<file path="config.mk">
export PLATFORM = sky130hd
export DESIGN_NAME = cordic_top
export DESIGN_NICKNAME = d
export VERILOG_FILES = /design/src/rtl/cordic_top.sv
export SDC_FILE = /design/constraint.sdc
export NUM_CORES = 1
export LEC_CHECK = 0
export CAP_MARGIN = 5
export CORE_MARGIN = 5
export CORE_UTILIZATION = 57
export CTS_CLUSTER_SIZE = 12
export DETAILED_ROUTE_END_ITERATION = 12
export PLACE_DENSITY = 0.74
export SLEW_MARGIN = 40
export SYNTH_ARGS = -nofsm -noshare
export SYNTH_HDL_FRONTEND = slang
export SYNTH_SLANG_ARGS = --single-unit
</file>
<file path="constraint.sdc">
create_clock -name clk -period 9.2 [get_ports clk]
set_clock_uncertainty 0.1 [all_clocks]
set_input_delay 0.92 -clock clk [delete_from_list [all_inputs] [get_ports clk]]
set_output_delay 0.92 -clock clk [all_outputs]
set_load 0.05 [all_outputs]
</file>
<file path="src/rtl/cordic_top.sv">
// Rotation-mode CORDIC producing sin or cos of a Q16.16 degree angle, one iteration per clock.
// Optional quadrant folding to [-180,+180) is enabled by defining CORDIC_QUADRANT_FOLD_EN.
module cordic_top #(
    parameter int WIDTH = 32
) (
    input  logic                    clk,
    input  logic                    rst,
    input  logic                    start,
    input  logic                    mode,
    input  logic signed [WIDTH-1:0] theta_deg,
    output logic signed [WIDTH-1:0] result_out,
    output logic                    done
);
    // state | meaning
    // IDLE  | waiting for start after reset
    // ITER  | 16 rotation steps, then result write
    // DONE  | result_out valid, waiting for next start
    typedef enum logic [1:0] {IDLE, ITER, DONE} state_t;

    localparam logic signed [WIDTH-1:0] DEG90  = WIDTH'(5898240);
    localparam logic signed [WIDTH-1:0] INV_K  = WIDTH'(39797);
`ifdef CORDIC_QUADRANT_FOLD_EN
    localparam logic signed [WIDTH-1:0] DEG180 = WIDTH'(11796480);
`endif

    state_t                  state;
    logic signed [WIDTH-1:0] x, y, z;
    logic [4:0]              cnt;
    logic                    mode_q;
    logic signed [WIDTH-1:0] angle_in;
    logic signed [WIDTH-1:0] x_res;
`ifdef CORDIC_QUADRANT_FOLD_EN
    logic                    fold_q;
    logic                    fold_in;
`endif

    function automatic logic signed [WIDTH-1:0] atan_deg(input logic [4:0] i);
        case (i)
            5'd0:    atan_deg = WIDTH'(2949120);
            5'd1:    atan_deg = WIDTH'(1740967);
            5'd2:    atan_deg = WIDTH'(919879);
            5'd3:    atan_deg = WIDTH'(466945);
            5'd4:    atan_deg = WIDTH'(234379);
            5'd5:    atan_deg = WIDTH'(117304);
            5'd6:    atan_deg = WIDTH'(58666);
            5'd7:    atan_deg = WIDTH'(29335);
            5'd8:    atan_deg = WIDTH'(14668);
            5'd9:    atan_deg = WIDTH'(7334);
            5'd10:   atan_deg = WIDTH'(3667);
            5'd11:   atan_deg = WIDTH'(1833);
            5'd12:   atan_deg = WIDTH'(917);
            5'd13:   atan_deg = WIDTH'(458);
            5'd14:   atan_deg = WIDTH'(229);
            5'd15:   atan_deg = WIDTH'(115);
            default: atan_deg = '0;
        endcase
    endfunction

    // Bring the requested angle into the +/-90 degree convergence range.
    always_comb begin
        angle_in = theta_deg;
`ifdef CORDIC_QUADRANT_FOLD_EN
        fold_in = 1'b0;
        if (theta_deg > DEG90) begin
            angle_in = DEG180 - theta_deg;
            fold_in  = 1'b1;
        end else if (theta_deg < -DEG90) begin
            angle_in = -DEG180 - theta_deg;
            fold_in  = 1'b1;
        end
`else
        if (theta_deg > DEG90)
            angle_in = DEG90;
        else if (theta_deg < -DEG90)
            angle_in = -DEG90;
`endif
    end

    // Folding across the y axis flips the sign of cosine only.
`ifdef CORDIC_QUADRANT_FOLD_EN
    assign x_res = fold_q ? -x : x;
`else
    assign x_res = x;
`endif

    always_ff @(posedge clk or posedge rst) begin
        if (rst) begin
            state      <= IDLE;
            x          <= '0;
            y          <= '0;
            z          <= '0;
            cnt        <= '0;
            mode_q     <= 1'b0;
            result_out <= '0;
            done       <= 1'b0;
`ifdef CORDIC_QUADRANT_FOLD_EN
            fold_q     <= 1'b0;
`endif
        end else begin
            case (state)
                IDLE, DONE: begin
                    if (start) begin
                        mode_q <= mode;
                        x      <= INV_K;
                        y      <= '0;
                        z      <= angle_in;
                        cnt    <= '0;
                        done   <= 1'b0;
                        state  <= ITER;
`ifdef CORDIC_QUADRANT_FOLD_EN
                        fold_q <= fold_in;
`endif
                    end
                end
                ITER: begin
                    if (cnt == 5'd16) begin
                        result_out <= mode_q ? x_res : y;
                        done       <= 1'b1;
                        state      <= DONE;
                    end else begin
                        if (!z[WIDTH-1]) begin
                            x <= x - (y >>> cnt);
                            y <= y + (x >>> cnt);
                            z <= z - atan_deg(cnt);
                        end else begin
                            x <= x + (y >>> cnt);
                            y <= y - (x >>> cnt);
                            z <= z + atan_deg(cnt);
                        end
                        cnt <= cnt + 5'd1;
                    end
                end
                default: state <= IDLE;
            endcase
        end
    end
endmodule

</file>
==> results of run 1 <==
[worst max-delay path: stages (launching register included)]
cell	delay (ps)
sky130_fd_sc_hd__dfrtp_4	610
sky130_fd_sc_hd__buf_12	240
sky130_fd_sc_hd__inv_1	610
sky130_fd_sc_hd__buf_4	420
sky130_fd_sc_hd__mux2i_1	560
sky130_fd_sc_hd__a211oi_1	150
sky130_fd_sc_hd__a21oi_1	250
sky130_fd_sc_hd__ha_1	210
sky130_fd_sc_hd__and3_1	200
sky130_fd_sc_hd__and2_1	180
sky130_fd_sc_hd__a31oi_1	100
sky130_fd_sc_hd__xor2_1	180
sky130_fd_sc_hd__ha_1	340
sky130_fd_sc_hd__and3_1	180
sky130_fd_sc_hd__and3_1	180
sky130_fd_sc_hd__a21o_1	190
sky130_fd_sc_hd__o31ai_1	440
sky130_fd_sc_hd__a21oi_1	170
sky130_fd_sc_hd__o41ai_1	520
sky130_fd_sc_hd__a31oi_1	290
sky130_fd_sc_hd__a221oi_1	470
sky130_fd_sc_hd__xnor2_2	160
sky130_fd_sc_hd__o21a_1	130
sky130_fd_sc_hd__mux2i_1	70
[worst max path at each step]
stage | startpoint | end | slack [ps] | cells past startpoint
2_1_floorplan | cnt[0]$_DFFE_PP0P_ | z[31]$_DFFE_PP0P_ | 3170 | 28
3_3_place_gp | cnt[1]$_DFFE_PP0P_ | x[31]$_DFFE_PP0P_ | 2160 | 22
3_5_place_dp | cnt[1]$_DFFE_PP0P_ | x[31]$_DFFE_PP0P_ | 1980 | 21
4_1_cts | cnt[1]$_DFFE_PP0P_ | x[31]$_DFFE_PP0P_ | 1930 | 21
5_1_grt | cnt[0]$_DFFE_PP0P_ | x[31]$_DFFE_PP0P_ | 1670 | 23
6_report | cnt[0]$_DFFE_PP0P_ | x[31]$_DFFE_PP0P_ | 2090 | 23
[cell families after synthesis]
logic type / count (synthesis) / synth area share [%]
and+or+nand+nor: 647 / 17.5
AOI/OAI and AO/OA: 637 / 23.6
buffers and inverters: 196 / 5.29
muxes: 196 / 17.8
xor gates and xnor gates: 153 / 7.77
DFF: 137 / 19.8
adders and majority gates: 112 / 8.21
[layout by cell type, fill, tap and decap left out, types with 9 or more instances in the layout]
master | netlist | final
sky130_fd_sc_hd__nand2_1 | 207 | 207
sky130_fd_sc_hd__and3_1 | 19 | 19
sky130_fd_sc_hd__mux4_2 | 71 | 71
sky130_fd_sc_hd__nand3_1 | 67 | 67
sky130_fd_sc_hd__nor2b_1 | 22 | 21
sky130_fd_sc_hd__mux4_1 | 12 | 12
sky130_fd_sc_hd__a21o_1 | 46 | 46
sky130_fd_sc_hd__nand4_1 | 12 | 12
sky130_fd_sc_hd__o21ai_0 | 172 | 172
sky130_fd_sc_hd__o31ai_1 | 13 | 13
sky130_fd_sc_hd__nand2b_1 | 32 | 31
sky130_fd_sc_hd__nor2_1 | 178 | 176
sky130_fd_sc_hd__mux2i_1 | 85 | 85
sky130_fd_sc_hd__xor2_1 | 70 | 70
sky130_fd_sc_hd__buf_4 | 7 | 29
sky130_fd_sc_hd__a211oi_1 | 25 | 24
sky130_fd_sc_hd__clkbuf_16 | 0 | 17
sky130_fd_sc_hd__xnor2_1 | 82 | 82
sky130_fd_sc_hd__o221ai_1 | 10 | 10
sky130_fd_sc_hd__nor3_1 | 39 | 38
sky130_fd_sc_hd__and2_1 | 14 | 14
sky130_fd_sc_hd__a31oi_1 | 35 | 34
sky130_fd_sc_hd__a221oi_1 | 31 | 31
sky130_fd_sc_hd__o22ai_1 | 23 | 23
sky130_fd_sc_hd__mux2_2 | 27 | 27
sky130_fd_sc_hd__a21oi_1 | 155 | 155
sky130_fd_sc_hd__o211ai_1 | 11 | 11
sky130_fd_sc_hd__or3_1 | 9 | 9
sky130_fd_sc_hd__dfrtp_1 | 137 | 129
sky130_fd_sc_hd__inv_1 | 52 | 51
sky130_fd_sc_hd__o21bai_1 | 14 | 14
sky130_fd_sc_hd__clkdlybuf4s50_1 | 0 | 68
sky130_fd_sc_hd__ha_1 | 109 | 109
sky130_fd_sc_hd__o21a_1 | 19 | 19
sky130_fd_sc_hd__or2_2 | 9 | 9
[layer usage]
metal  GRT usage [%]  share of wire [%]  vias to the layer above
met3            10.3                 12                      255
met1            49.1                 40                     8280
met2            53.3                 41                     1140
met4            19.1                6.4                        0
met5               0                  0                        -
li1                -                  -                     7744
[registers in the layout, summed over array words and instances (netlist names)]
signal and flops:
x 32, state 2, mode_q 1, y 32
done 1, z 32, cnt 5, result_out 32
[metrics by stage]
| step | area (sq um) | instances | setup slack (ps) |
|---|---|---|---|
| detailed placement | 18100 | 2426 | 1980 |
| floorplan | 17300 | 2078 | 3170 |
| CTS | 18800 | 2458 | 1930 |
| global placement | 18100 | 2424 | 2160 |
| global route | 18800 | 2460 | 1670 |
| finish | 18800 | 2461 | 2090 |
[final cells by class]
| cell class | count | area [sq um] |
|---|---|---|
| inverter | 55 | 214 |
| timing repair buffer | 101 | 958 |
| tap | 390 | 488 |
| antenna | 1 | 2.50 |
| clock inverter | 15 | 248 |
| multi-input combinational | 1745 | 13100 |
| clock buffer | 17 | 425 |
| sequential | 137 | 3450 |
| fill | 2582 | 11000 |
==> impl_metrics.yaml, run 1 <==
synthesis:
  mappedNetlistArea_sq_um: 17300
  share_of_synthesized_registers_carrying_an_async_set_or_reset_pct: 100
  yosys_register_bits: 137
  synthesis.yosys.warnings: 0
  yosys.area.top_type: "sky130_fd_sc_hd__dfrtp_1"
  post_synth_most_frequent_cells: "207 x sky130_fd_sc_hd__nand2_1, 178 x sky130_fd_sc_hd__nor2_1, 172 x sky130_fd_sc_hd__o21ai_0"
  syn-num-nets: 2226
  syn_inst: 2078
  synthMostInstantiatedCell: "sky130_fd_sc_hd__nand2_1"
  synth_enable_flop_cells: 0
  synth.distinct_cells: 92
  syn_avg_cell_area_sq_um: 8.34
  synth.yosys.seq_area_share_pct: 19.8
  main_flop_type_after_synthesis: "sky130_fd_sc_hd__dfrtp_1"
  synth_top_area_share_pct: 19.8
  synth_top_cells_by_area: "sky130_fd_sc_hd__dfrtp_1 20%, sky130_fd_sc_hd__mux4_2 9.2%, sky130_fd_sc_hd__ha_1 7.9%"
status:
  outcome: "completed"
cells_and_area:
  post-route-util_pct: 63.2
  fraction_of_final_layout_cells_with_drive_strength_greater_than_1_pct: 10.1
  num-nets-final: 2205
  area_delta_synth_final_pct: 8.71
floorplan:
  floorplan.die_area_sq_um: 34000
  die_height_microns: 184
  floorplan.initialDensity_pct: 58.2
  floorplan.die.width_microns: 184
  core.rowCount: 63
  core_area_sq_um: 29800
  num_io_pins: 69
worst_setup_path:
  timing.reg2reg.worst_path_depth: 23
  startpoint_types: "flop"
  ff_to_ff_start: "cnt[0]$_DFFE_PP0P_"
  crit_arrival_ps: 7320
  critical_path_fanout_max: 40
  r2r_slack_ps: 2090
  critical_path_class: "flop to flop"
  timing.critical_path.to_type: "flop"
  critical_path.reg2reg.endpoint: "x[31]$_DFFE_PP0P_"
  required_ps: 9410
min_path:
  timing.hold.worst_endpoint: "result_out[0]$_DFFE_PP0P_"
  min_path_type: "flop to flop"
  hold-path-cell-count: 2
  timing.hold.worst.start: "result_out[0]$_DFFE_PP0P_"
clocking:
  worstSkewPairLatency_ps: 470
  clock_tree.buffer_depth: 2
  number_of_clock_sinks: 137
  cts_max_level: 4
  cts-hold-fix-buffers: 0
  cts-buffers-inserted: 17
  cts_root_buffer: "sky130_fd_sc_hd__clkbuf_16"
  tritoncts: "done"
  post_cts_buffers: 0
  cts_resized: 0
  clk_pin_slew_worst_paths_ps: 80
global_routing:
  initial_antenna_violation_count: 0
  gr-total-overflow: 0
  globalRouteTotalUtil_pct: 36.4
  number_of_global_route_vias_before_repair: 16400
  grt_pass1_wl_microns: 96400
  maximum_number_of_pins_on_one_net_before_global_route_repair: 83
sta:
  pin_slew_with_the_least_headroom_to_its_limit_ps: 887
  slew_violations: 0
  finalHoldViolCount: 0
  max_clock_freq_mhz: 141
  finalSetupTns_ps: 0
  timing.final.setup_violations: 0
  finalCriticalPeriod_ps: 7110
  final.period_utilization_pct: 77.3
  worst_hold_slack_ps: 383
  slew_headroom_pct: 40.8
  rsz0062_at_grt: "false"
detailed_routing:
  drcViolationCount: 0
  antenna_violating_nets_post_route: 0
  routed_wirelength_microns: 62600
  route.detailed.vias_per_inst: 7.08
  initialDrtViolationCount: 2422
  vias: 17400
  drt_pre_antenna_iters: 7
  detail_route.wl_per_cell_microns: 25.4
placed_design:
  gpl.final_weighted_congestion: 1.01
  hpwl_microns: 45200
  numPortBuffers: 68
job:
  timing.max_cap.violations: 0
Power of run 1 is not shown: default switching activity piles up to over one toggle a cycle in this logic, so the estimate is an artifact.
==> inputs of run 2 (changes only) <==
clock period = 7 ns   (was 9.2 ns; I/O delays follow)
==> impl_metrics.yaml, run 2 (synthesis gave the netlist of run 1 again) <==
floorplan:
  num_io_pins: 69
  core.rowCount: 63
  core_area_sq_um: 29800
  floorplan.initialDensity_pct: 58.2
  die_height_microns: 184
  floorplan.die_area_sq_um: 34000
  floorplan.die.width_microns: 184
cells_and_area:
  multi_input_comb_area_sq_um: 13000
  seq_area_sq_um: 3440
  layout.cells.most_common_list: "207 x sky130_fd_sc_hd__nand2_1, 177 x sky130_fd_sc_hd__nor2_1, 172 x sky130_fd_sc_hd__o21ai_0"
  post-route-util_pct: 64.3
  postLayoutCellArea_sq_um: 19200
  mostFrequentLayoutCell: "sky130_fd_sc_hd__nand2_1"
  num-nets-final: 2254
  layout.filler_cells: 2584
  area_delta_synth_final_pct: 10.5
  fraction_of_final_layout_cells_with_drive_strength_greater_than_1_pct: 11.7
clocking:
  worstSkewPairLatency_ps: 460
  number_of_clock_sinks: 137
  cts_resized: 0
  cts_root_buffer: "sky130_fd_sc_hd__clkbuf_16"
  post_cts_buffers: 0
  clock_tree.buffer_depth: 2
  clk_pin_slew_worst_paths_ps: 70
  cts_max_level: 4
  tritoncts: "done"
  cts-hold-fix-buffers: 0
  cts-buffers-inserted: 17
detailed_routing:
  drt_pre_antenna_iters: 7
  antenna_violating_nets_post_route: 0
  detail_route.wl_per_cell_microns: 26.5
  route.detailed.vias_per_inst: 7.05
  routed_wirelength_microns: 66500
  initialDrtViolationCount: 2170
  vias: 17700
  drcViolationCount: 0
min_path:
  min_path_type: "flop to flop"
global_routing:
  globalRouteTotalUtil_pct: 38.5
  gr-total-overflow: 0
  grt_pass1_wl_microns: 101000
  maximum_number_of_pins_on_one_net_before_global_route_repair: 82
  initial_antenna_violation_count: 1
  number_of_global_route_vias_before_repair: 16700
worst_setup_path:
  required_ps: 7240
  crit_arrival_ps: 6790
  startpoint_types: "flop"
  critical_path_fanout_max: 46
  critical_path_class: "flop to flop"
  timing.critical_path.to_type: "flop"
sta:
  finalCriticalPeriod_ps: 6550
  rsz0062_at_grt: "false"
  max_clock_freq_mhz: 153
  finalHoldViolCount: 0
  final.period_utilization_pct: 93.5
  slew_headroom_pct: 41.6
  timing.final.setup_violations: 0
  slew_violations: 0
  pin_slew_with_the_least_headroom_to_its_limit_ps: 870
  finalSetupTns_ps: 0
status:
  outcome: "completed"
placed_design:
  numPortBuffers: 68
  placed_area_sq_um: 18500
  hpwl_microns: 48900
  gpl.final_weighted_congestion: 1.08
job:
  timing.max_cap.violations: 0
[run 2: changes by cell type in the layout (fill, tap and decap cells not counted), sizes merged]
| cell | previous run | this run |
|---|---|---|
| buf | 33 | 82 |
| bufinv | 6 | 3 |
| clkbuf | 17 | 22 |
| clkinv | 7 | 8 |
| clkinvlp | 3 | 1 |
| inv | 54 | 53 |
[run 2: area by class of cell]
class	count	area share, %
clock inverter	10	0.666
antenna	1	0.0131
timing repair buffer	150	7.32
inverter	55	1.12
clock buffer	22	2.32
multi-input combinational	1745	68.0
sequential	137	18.0
tap	390	2.55
[run 2: per-layer routing]
layer	GRT usage (%)	vias to the layer above	part of all wire, %
met3	10.5	261	12
met5	0	-	0
met2	57.0	1195	42
met4	18.7	0	5.9
met1	52.2	8405	40
li1	-	7841	-
[run 2: critical path, cell delays in order (launching register included)]
cell and delay (ps):
sky130_fd_sc_hd__dfrtp_4 830, sky130_fd_sc_hd__buf_4 360, sky130_fd_sc_hd__mux4_1 330, sky130_fd_sc_hd__mux2_2 320
sky130_fd_sc_hd__a221oi_1 480, sky130_fd_sc_hd__a221o_1 290, sky130_fd_sc_hd__ha_1 190, sky130_fd_sc_hd__nand2_1 100
sky130_fd_sc_hd__or3_1 480, sky130_fd_sc_hd__nor3_2 410, sky130_fd_sc_hd__a32oi_1 160, sky130_fd_sc_hd__o22a_1 210
sky130_fd_sc_hd__ha_1 330, sky130_fd_sc_hd__a21o_1 210, sky130_fd_sc_hd__a21oi_1 220, sky130_fd_sc_hd__nand2_1 90
sky130_fd_sc_hd__a21oi_1 200, sky130_fd_sc_hd__nand2_1 70, sky130_fd_sc_hd__o221ai_1 220, sky130_fd_sc_hd__o21ai_0 170
sky130_fd_sc_hd__xnor2_1 160, sky130_fd_sc_hd__and3_1 190, sky130_fd_sc_hd__a211o_1 250
[run 2: final timing paths]
check,startpoint,to,slack (ps),cells past startpoint
setup / recovery,cnt[2]$_DFFE_PP0P_,y[31]$_DFFE_PP0P_,450,22
setup reg to reg,cnt[2]$_DFFE_PP0P_,y[31]$_DFFE_PP0P_,450,22
max in group asynchronous,rst,x[14]$_DFFE_PP0P_,5240,4
hold / removal,result_out[29]$_DFFE_PP0P_,result_out[29]$_DFFE_PP0P_,380,2
min in group asynchronous,rst,y[19]$_DFFE_PP0P_,590,2
hold reg to reg,result_out[29]$_DFFE_PP0P_,result_out[29]$_DFFE_PP0P_,380,2
[run 2: per-stage QoR]
stage	instances	hold WS [ps]	worst slack [ps]
final	2510	378	454
after global routing	2509	417	13.4
after CTS	2506	389	479
after detailed placement	2474	374	522
after global placement	2472	359	564
after floorplan	2078	356	972
Power of run 2 is left out for the same reason.
